[config.mk]
export PLATFORM = sky130hd
export DESIGN_NAME = ycbcr_convert_pipe
export DESIGN_NICKNAME = d
export VERILOG_FILES = /design/src/rtl/ycbcr_convert_pipe.sv
export SDC_FILE = /design/constraint.sdc
export NUM_CORES = 2
export LEC_CHECK = 0
export CAP_MARGIN = 0
export CORE_ASPECT_RATIO = 1.5
export CORE_MARGIN = 1.5
export CORE_UTILIZATION = 40
export DETAILED_ROUTE_END_ITERATION = 7
export GPL_TIMING_DRIVEN = 0
export PLACE_DENSITY = 0.61
export SLEW_MARGIN = 15
export SYNTH_ARGS = -nofsm -noshare
export SYNTH_HDL_FRONTEND = slang
export SYNTH_SLANG_ARGS = --single-unit
[constraint.sdc]
create_clock -name clk -period 14.4 [get_ports clk]
set_input_delay 2.88 -clock clk [delete_from_list [all_inputs] [get_ports clk]]
set_output_delay 2.88 -clock clk [all_outputs]
set_load 0.01 [all_outputs]
[src/rtl/ycbcr_convert_pipe.sv]
// Streaming RGB-to-YCbCr converter: 3-stage pipeline (capture, multiply, sum/round/clamp)
// with per-pixel BT.601 / BT.709 / bypass selection and valid/ready backpressure.
module ycbcr_convert_pipe #(
    parameter int PIX_W  = 8,
    parameter int FRAC_W = 13
) (
    input  logic               clk,
    input  logic               rst,
    input  logic               s_valid,
    output logic               s_ready,
    input  logic [3*PIX_W-1:0] s_data,
    input  logic [1:0]         s_mode,
    input  logic               s_sof,
    input  logic               s_eol,
    output logic               m_valid,
    input  logic               m_ready,
    output logic [3*PIX_W-1:0] m_data,
    output logic               m_sof,
    output logic               m_eol,
    output logic               m_sat,
    output logic               busy
);

    localparam int CW = FRAC_W + 2;
    localparam int PW = PIX_W + FRAC_W + 3;
    localparam int AW = PIX_W + FRAC_W + 4;

    // Coefficient magnitude given in millionths, rounded to FRAC_W fractional bits.
    function automatic int scale(input longint ppm);
        return int'((ppm * (longint'(1) << FRAC_W) + 64'sd500000) / 64'sd1000000);
    endfunction

    localparam int ONE  = 1 << FRAC_W;
    localparam int HALF = 1 << (FRAC_W - 1);

    // G column absorbs rounding so rows sum exactly to ONE (Y) or zero (Cb, Cr).
    localparam int Y601_R  = scale(64'sd299000);
    localparam int Y601_B  = scale(64'sd114000);
    localparam int Y601_G  = ONE - Y601_R - Y601_B;
    localparam int CB601_R = -scale(64'sd168736);
    localparam int CB601_G = -HALF - CB601_R;
    localparam int CR601_B = -scale(64'sd81312);
    localparam int CR601_G = -HALF - CR601_B;

    localparam int Y709_R  = scale(64'sd212600);
    localparam int Y709_B  = scale(64'sd72200);
    localparam int Y709_G  = ONE - Y709_R - Y709_B;
    localparam int CB709_R = -scale(64'sd114572);
    localparam int CB709_G = -HALF - CB709_R;
    localparam int CR709_B = -scale(64'sd45847);
    localparam int CR709_G = -HALF - CR709_B;

    localparam int COEF_601 [9] = '{Y601_R, Y601_G, Y601_B,
                                    CB601_R, CB601_G, HALF,
                                    HALF, CR601_G, CR601_B};
    localparam int COEF_709 [9] = '{Y709_R, Y709_G, Y709_B,
                                    CB709_R, CB709_G, HALF,
                                    HALF, CR709_G, CR709_B};

    localparam logic signed [AW-1:0] RND     = AW'(1) << (FRAC_W - 1);
    localparam logic signed [AW-1:0] OFS     = AW'(1) << (PIX_W - 1 + FRAC_W);
    localparam logic signed [AW-1:0] PIX_MAX = (AW'(1) << PIX_W) - AW'(1);

    logic adv;

    // Stage 1
    logic             v1_q;
    logic [PIX_W-1:0] r1_q, g1_q, b1_q;
    logic [1:0]       mode1_q;
    logic             sof1_q, eol1_q;

    // Stage 2
    logic                     v2_q;
    logic signed [PW-1:0]     prod_q [9];
    logic signed [PW-1:0]     prod_d [9];
    logic [3*PIX_W-1:0]       pix2_q;
    logic                     byp2_q, sof2_q, eol2_q;

    // Stage 3 (output registers)
    logic               v3_q;
    logic [3*PIX_W-1:0] data3_q;
    logic               sof3_q, eol3_q, sat3_q;

    logic signed [PIX_W:0]  ch1 [3];
    logic signed [CW-1:0]   coef_sel;
    logic signed [AW-1:0]   acc [3];
    logic signed [AW-1:0]   res [3];
    logic [3*PIX_W-1:0]     data_d;
    logic                   sat_d;

    assign adv     = !v3_q || m_ready;
    assign s_ready = adv;
    assign m_valid = v3_q;
    assign m_data  = data3_q;
    assign m_sof   = sof3_q;
    assign m_eol   = eol3_q;
    assign m_sat   = sat3_q;
    assign busy    = v1_q || v2_q || v3_q;

    always_comb begin
        ch1[0]   = {1'b0, r1_q};
        ch1[1]   = {1'b0, g1_q};
        ch1[2]   = {1'b0, b1_q};
        coef_sel = '0;
        for (int i = 0; i < 9; i++) begin
            coef_sel  = (mode1_q == 2'd1) ? CW'(COEF_709[i]) : CW'(COEF_601[i]);
            prod_d[i] = PW'(coef_sel) * PW'(ch1[i % 3]);
        end
    end

    always_comb begin
        data_d = '0;
        sat_d  = 1'b0;
        for (int k = 0; k < 3; k++) begin
            acc[k] = AW'(prod_q[3*k]) + AW'(prod_q[3*k+1]) + AW'(prod_q[3*k+2]) + RND;
            if (k != 0) begin
                acc[k] = acc[k] + OFS;
            end
            res[k] = acc[k] >>> FRAC_W;
            if (res[k][AW-1]) begin
                data_d[k*PIX_W +: PIX_W] = '0;
                sat_d = 1'b1;
            end else if (res[k] > PIX_MAX) begin
                data_d[k*PIX_W +: PIX_W] = '1;
                sat_d = 1'b1;
            end else begin
                data_d[k*PIX_W +: PIX_W] = res[k][PIX_W-1:0];
            end
        end
        if (byp2_q) begin
            data_d = pix2_q;
            sat_d  = 1'b0;
        end
    end

    always_ff @(posedge clk or posedge rst) begin
        if (rst) begin
            v1_q    <= 1'b0;
            r1_q    <= '0;
            g1_q    <= '0;
            b1_q    <= '0;
            mode1_q <= '0;
            sof1_q  <= 1'b0;
            eol1_q  <= 1'b0;
            v2_q    <= 1'b0;
            prod_q  <= '{default: '0};
            pix2_q  <= '0;
            byp2_q  <= 1'b0;
            sof2_q  <= 1'b0;
            eol2_q  <= 1'b0;
            v3_q    <= 1'b0;
            data3_q <= '0;
            sof3_q  <= 1'b0;
            eol3_q  <= 1'b0;
            sat3_q  <= 1'b0;
        end else if (adv) begin
            v1_q <= s_valid;
            if (s_valid) begin
                r1_q    <= s_data[PIX_W-1:0];
                g1_q    <= s_data[2*PIX_W-1:PIX_W];
                b1_q    <= s_data[3*PIX_W-1:2*PIX_W];
                mode1_q <= s_mode;
                sof1_q  <= s_sof;
                eol1_q  <= s_eol;
            end
            v2_q <= v1_q;
            if (v1_q) begin
                prod_q <= prod_d;
                pix2_q <= {b1_q, g1_q, r1_q};
                byp2_q <= mode1_q[1];
                sof2_q <= sof1_q;
                eol2_q <= eol1_q;
            end
            v3_q <= v2_q;
            if (v2_q) begin
                data3_q <= data_d;
                sof3_q  <= sof2_q;
                eol3_q  <= eol2_q;
                sat3_q  <= sat_d;
            end
        end
    end

endmodule

==> results by group <==
Synth
  • Share of async-settable or async-resettable flops after synthesis: between 90% and 100%
  • Flops & latches, synth: about 230
  • Number of warning messages in the yosys log: 0
  • Yosys cell types: 73
  • Syn Area/Cell: 9.85 sq um
  • Post-synth EDFFs: 0
  • Synth Flop Type: dfrtp_1
  • Sequential element share of the synthesized area: 20.4%
  • Synthesized instance count: ~2.8k
  • Area of the mapped netlist: ~28000 sq um

Timing
  • Setup repair after global routing missed its margin: no
  • Final hold violation count: 0
  • Maximum achievable frequency: ~130 MHz
  • Setup tns final: 0 ns
  • Count of final max-slew check failures: 0
  • Clock Skew: ~0.020 ns
  • Share of the cycle needed by the critical path after routing: just over 50%
  • Max-Slew Margin vs Limit: 18.2%
  • Worst Max-Slew Pin Slew: approximately 1.2 ns
  • Number of endpoints failing setup at the final stage: 0
  • Minimum period implied by the final worst setup slack: approximately 7.4 ns

Clock network
  • H-Tree Level Count: 1
  • Clock-pin slew reported for the worst setup and hold paths after clock tree synthesis: 0.06 ns
  • TritonCTS clock tree: done
  • Clock tree buffer depth: 3
  • Worst-Skew Late Latency: 0.60 ns
  • Buffers inserted during post-CTS setup optimization: 0
  • Inserted Clock Buffers: 25
  • Clock Sinks: about 230
  • Cells resized by post-CTS repair: 0
  • Root Driver: clkbuf_16
  • CTS hold repair buffers: 0

Worst setup path
  • Data arrival time at the worst-slack endpoint: ~4.5 ns
  • Library cell appearing most often on the critical path: clkdlybuf4s50_1
  • Critical Path, Cell by Cell: clkdlybuf4s50_1, nand2b_1, clkbuf_1, clkdlybuf4s50_1
  • Kind of critical path: primary input to output pin
  • Category of the worst setup path launch point: primary input
  • WP data required: 11.52 ns
  • Kind of capture point of the worst setup path: output pin
  • Largest fanout on the critical path: 8
  • Slowest CP cell: clkdlybuf4s50_1
  • Delay contributed by the slowest stage of the critical path: between 0.6 and 0.7 ns

Routing
  • Post-detailed-route DRC marker count: 0
  • Overall via count from detail_route: around 20k
  • Length of the first detailed-routing pass in iterations: 5
  • Routed wire length: between 70 and 80 mm
  • Drt first-iter violations: roughly 950
  • DRT antenna net count: 0
  • Number of vias per cell: around 5.2
  • Average wire per cell in the routed design: 20.4 um

Final layout
  • Filler instances: a little under 7k
  • Number of diodes: 0
  • Final net count: 3756
  • Final cell utilization of the core: roughly 44%
  • Multi-input logic area: about 20000 sq um
  • Flip-flop and latch area: approximately 5700 sq um
  • Filler-free cell count of the finished design: a little under 4k
  • Syn-to-layout area delta: 9.89%
  • Share of cells above drive strength 1: under 10%
  • Commonest non-fill, non-tap cell in the layout: inv_1
  • Top library cells by usage in the layout, fill and taps aside: inv_1 (494), ha_1 (428), fa_1 (348), nand2_1 (254), dfrtp_1 (226)

Placed design
  • Buffers added on ports: between 60 and 70
  • Instance count after placement with tap cells included: between 3k and 4k
  • Final weighted congestion of routability-driven global placement: between 0.9 and 1
  • Half-perimeter wire length after detailed placement: 66.6 mm

Die
  • Floorplan die height: approximately 330 um
  • Effective utilization at floorplan: 40.3%
  • Horizontal extent of the die: 218 um
  • Floorplan row count: between 100 and 150
  • # IOs: between 60 and 70
  • Die Outline Area: approximately 70000 sq um
  • Core area: slightly below 70000 sq um

Run status
  • Result of the run: finished, final reports clean

GRT
  • Number of antenna violations at the first check in global routing: 1
  • Wire length of the first global-routing pass: around 120 mm
  • Sum of overflow across all layers after global routing: 0
  • Number of global-route vias before repair: roughly 22k
  • Largest net degree at the start of global routing: 95
  • Total global-route track usage: a little under a quarter

Flow run
  • Max cap viols: 0

Worst hold path
  • Path type of the worst min-delay path: register to register
[path summary, 6_finish.rpt]
check / startpoint / to / slack [ns] / cells after the start
max reg2reg: mode1_q[1] / prod_q[117] / 7.04 / 20
min in group asynchronous: rst / m_data[23] / 2.82 / 2
min reg2reg: pix2_q[9] / pix2_q[9] / 0.48 / 2
max in group asynchronous: rst / g1_q[5] / 10.42 / 4
min: pix2_q[9] / pix2_q[9] / 0.48 / 2
max: m_ready / s_ready / 6.99 / 4
[critical path, delay by kind of cell]
kind | cells | cell delay, ns
simple gates | 1 | 0.09
buf+inv | 3 | 1.57
[cell families (layout without fill, tap and decap cells)]
kind of cell / count (synthesis) / after routing / share of synthesized area [%]
AOI/OAI and AO/OA: 497 / 497 / 11.2
xor gates and xnor gates: 133 / 133 / 4.23
adders and majority gates: 776 / 776 / 44.4
buffers and inverters: 572 / 676 / 7.77
DFF: 226 / 226 / 20.4
muxes: 77 / 77 / 3.12
other: 2 / 44 / 0.0271
and+or+nand+nor: 533 / 533 / 8.83
[routing by layer]
layer  up-vias  wire length, um  track usage [%]
li1       9492                -                -
met1      9938            30400             26.2
met2       389            40800             42.3
met3       175             2110             1.61
met4         0             5310             13.4
met5         -                0                0
[registers in the layout, indices dropped and copies added (netlist names)]
name	cells
b1_q	8
byp2_q	1
eol1_q	1
eol2_q	1
g1_q	8
m_data	24
m_eol	1
m_sat	1
m_sof	1
m_valid	1
mode1_q	2
pix2_q	23
prod_q	142
r1_q	8
sof1_q	1
sof2_q	1
v1_q	1
v2_q	1
[through the flow]
stage / instance area, sq um / setup slack, ns / hold slack [ns]
CTS: 30500 / 6.99 / 0.481
floorplan: 27900 / 5.33 / 0.433
global route: 30500 / 6.72 / 0.501
global placement: 29600 / 1.96 / 0.458
finish: 30500 / 6.99 / 0.477
detailed placement: 29700 / 6.99 / 0.468
[cell usage after synthesis (8+ instances only)]
cell type,count,area share (%)
o31ai_1,15,0.41
nor3_1,39,0.70
dfrtp_1,226,20
and3_1,23,0.52
o21a_1,20,0.54
clkbuf_1,69,0.93
o21ai_0,182,3.3
a21oi_1,100,1.8
or3_1,10,0.23
nor2b_1,13,0.29
and2_1,16,0.36
nand2_1,254,3.4
nand3_1,39,0.70
nand4_1,8,0.18
xor2_1,67,2.1
a21o_1,42,1.1
inv_1,495,6.7
mux2_2,75,3.0
nor2_1,77,1.0
xnor2_1,65,2.1
a211o_1,8,0.25
or2_2,18,0.41
o21bai_1,12,0.32
ha_1,428,19
a211oi_1,18,0.49
nand2b_1,13,0.29
a31oi_1,16,0.36
a22oi_1,11,0.30
fa_1,348,25
o211ai_1,11,0.30
[final cells by class]
| cell class | instances | share of cell area (%) |
|---|---|---|
| Multi-Input combinational cell | 2060 | 65.9 |
| Sequential cell | 226 | 18.6 |
| Inverter | 495 | 6.12 |
| Tap cell | 900 | 3.70 |
| Clock buffer | 31 | 2.23 |
| Timing Repair Buffer | 63 | 2.18 |
| Buffer | 77 | 0.985 |
| Clock inverter | 10 | 0.341 |
Power is left out: the tool's default activity adds up to more than one toggle a clock period on the data nets, which glitch-free logic cannot reach.
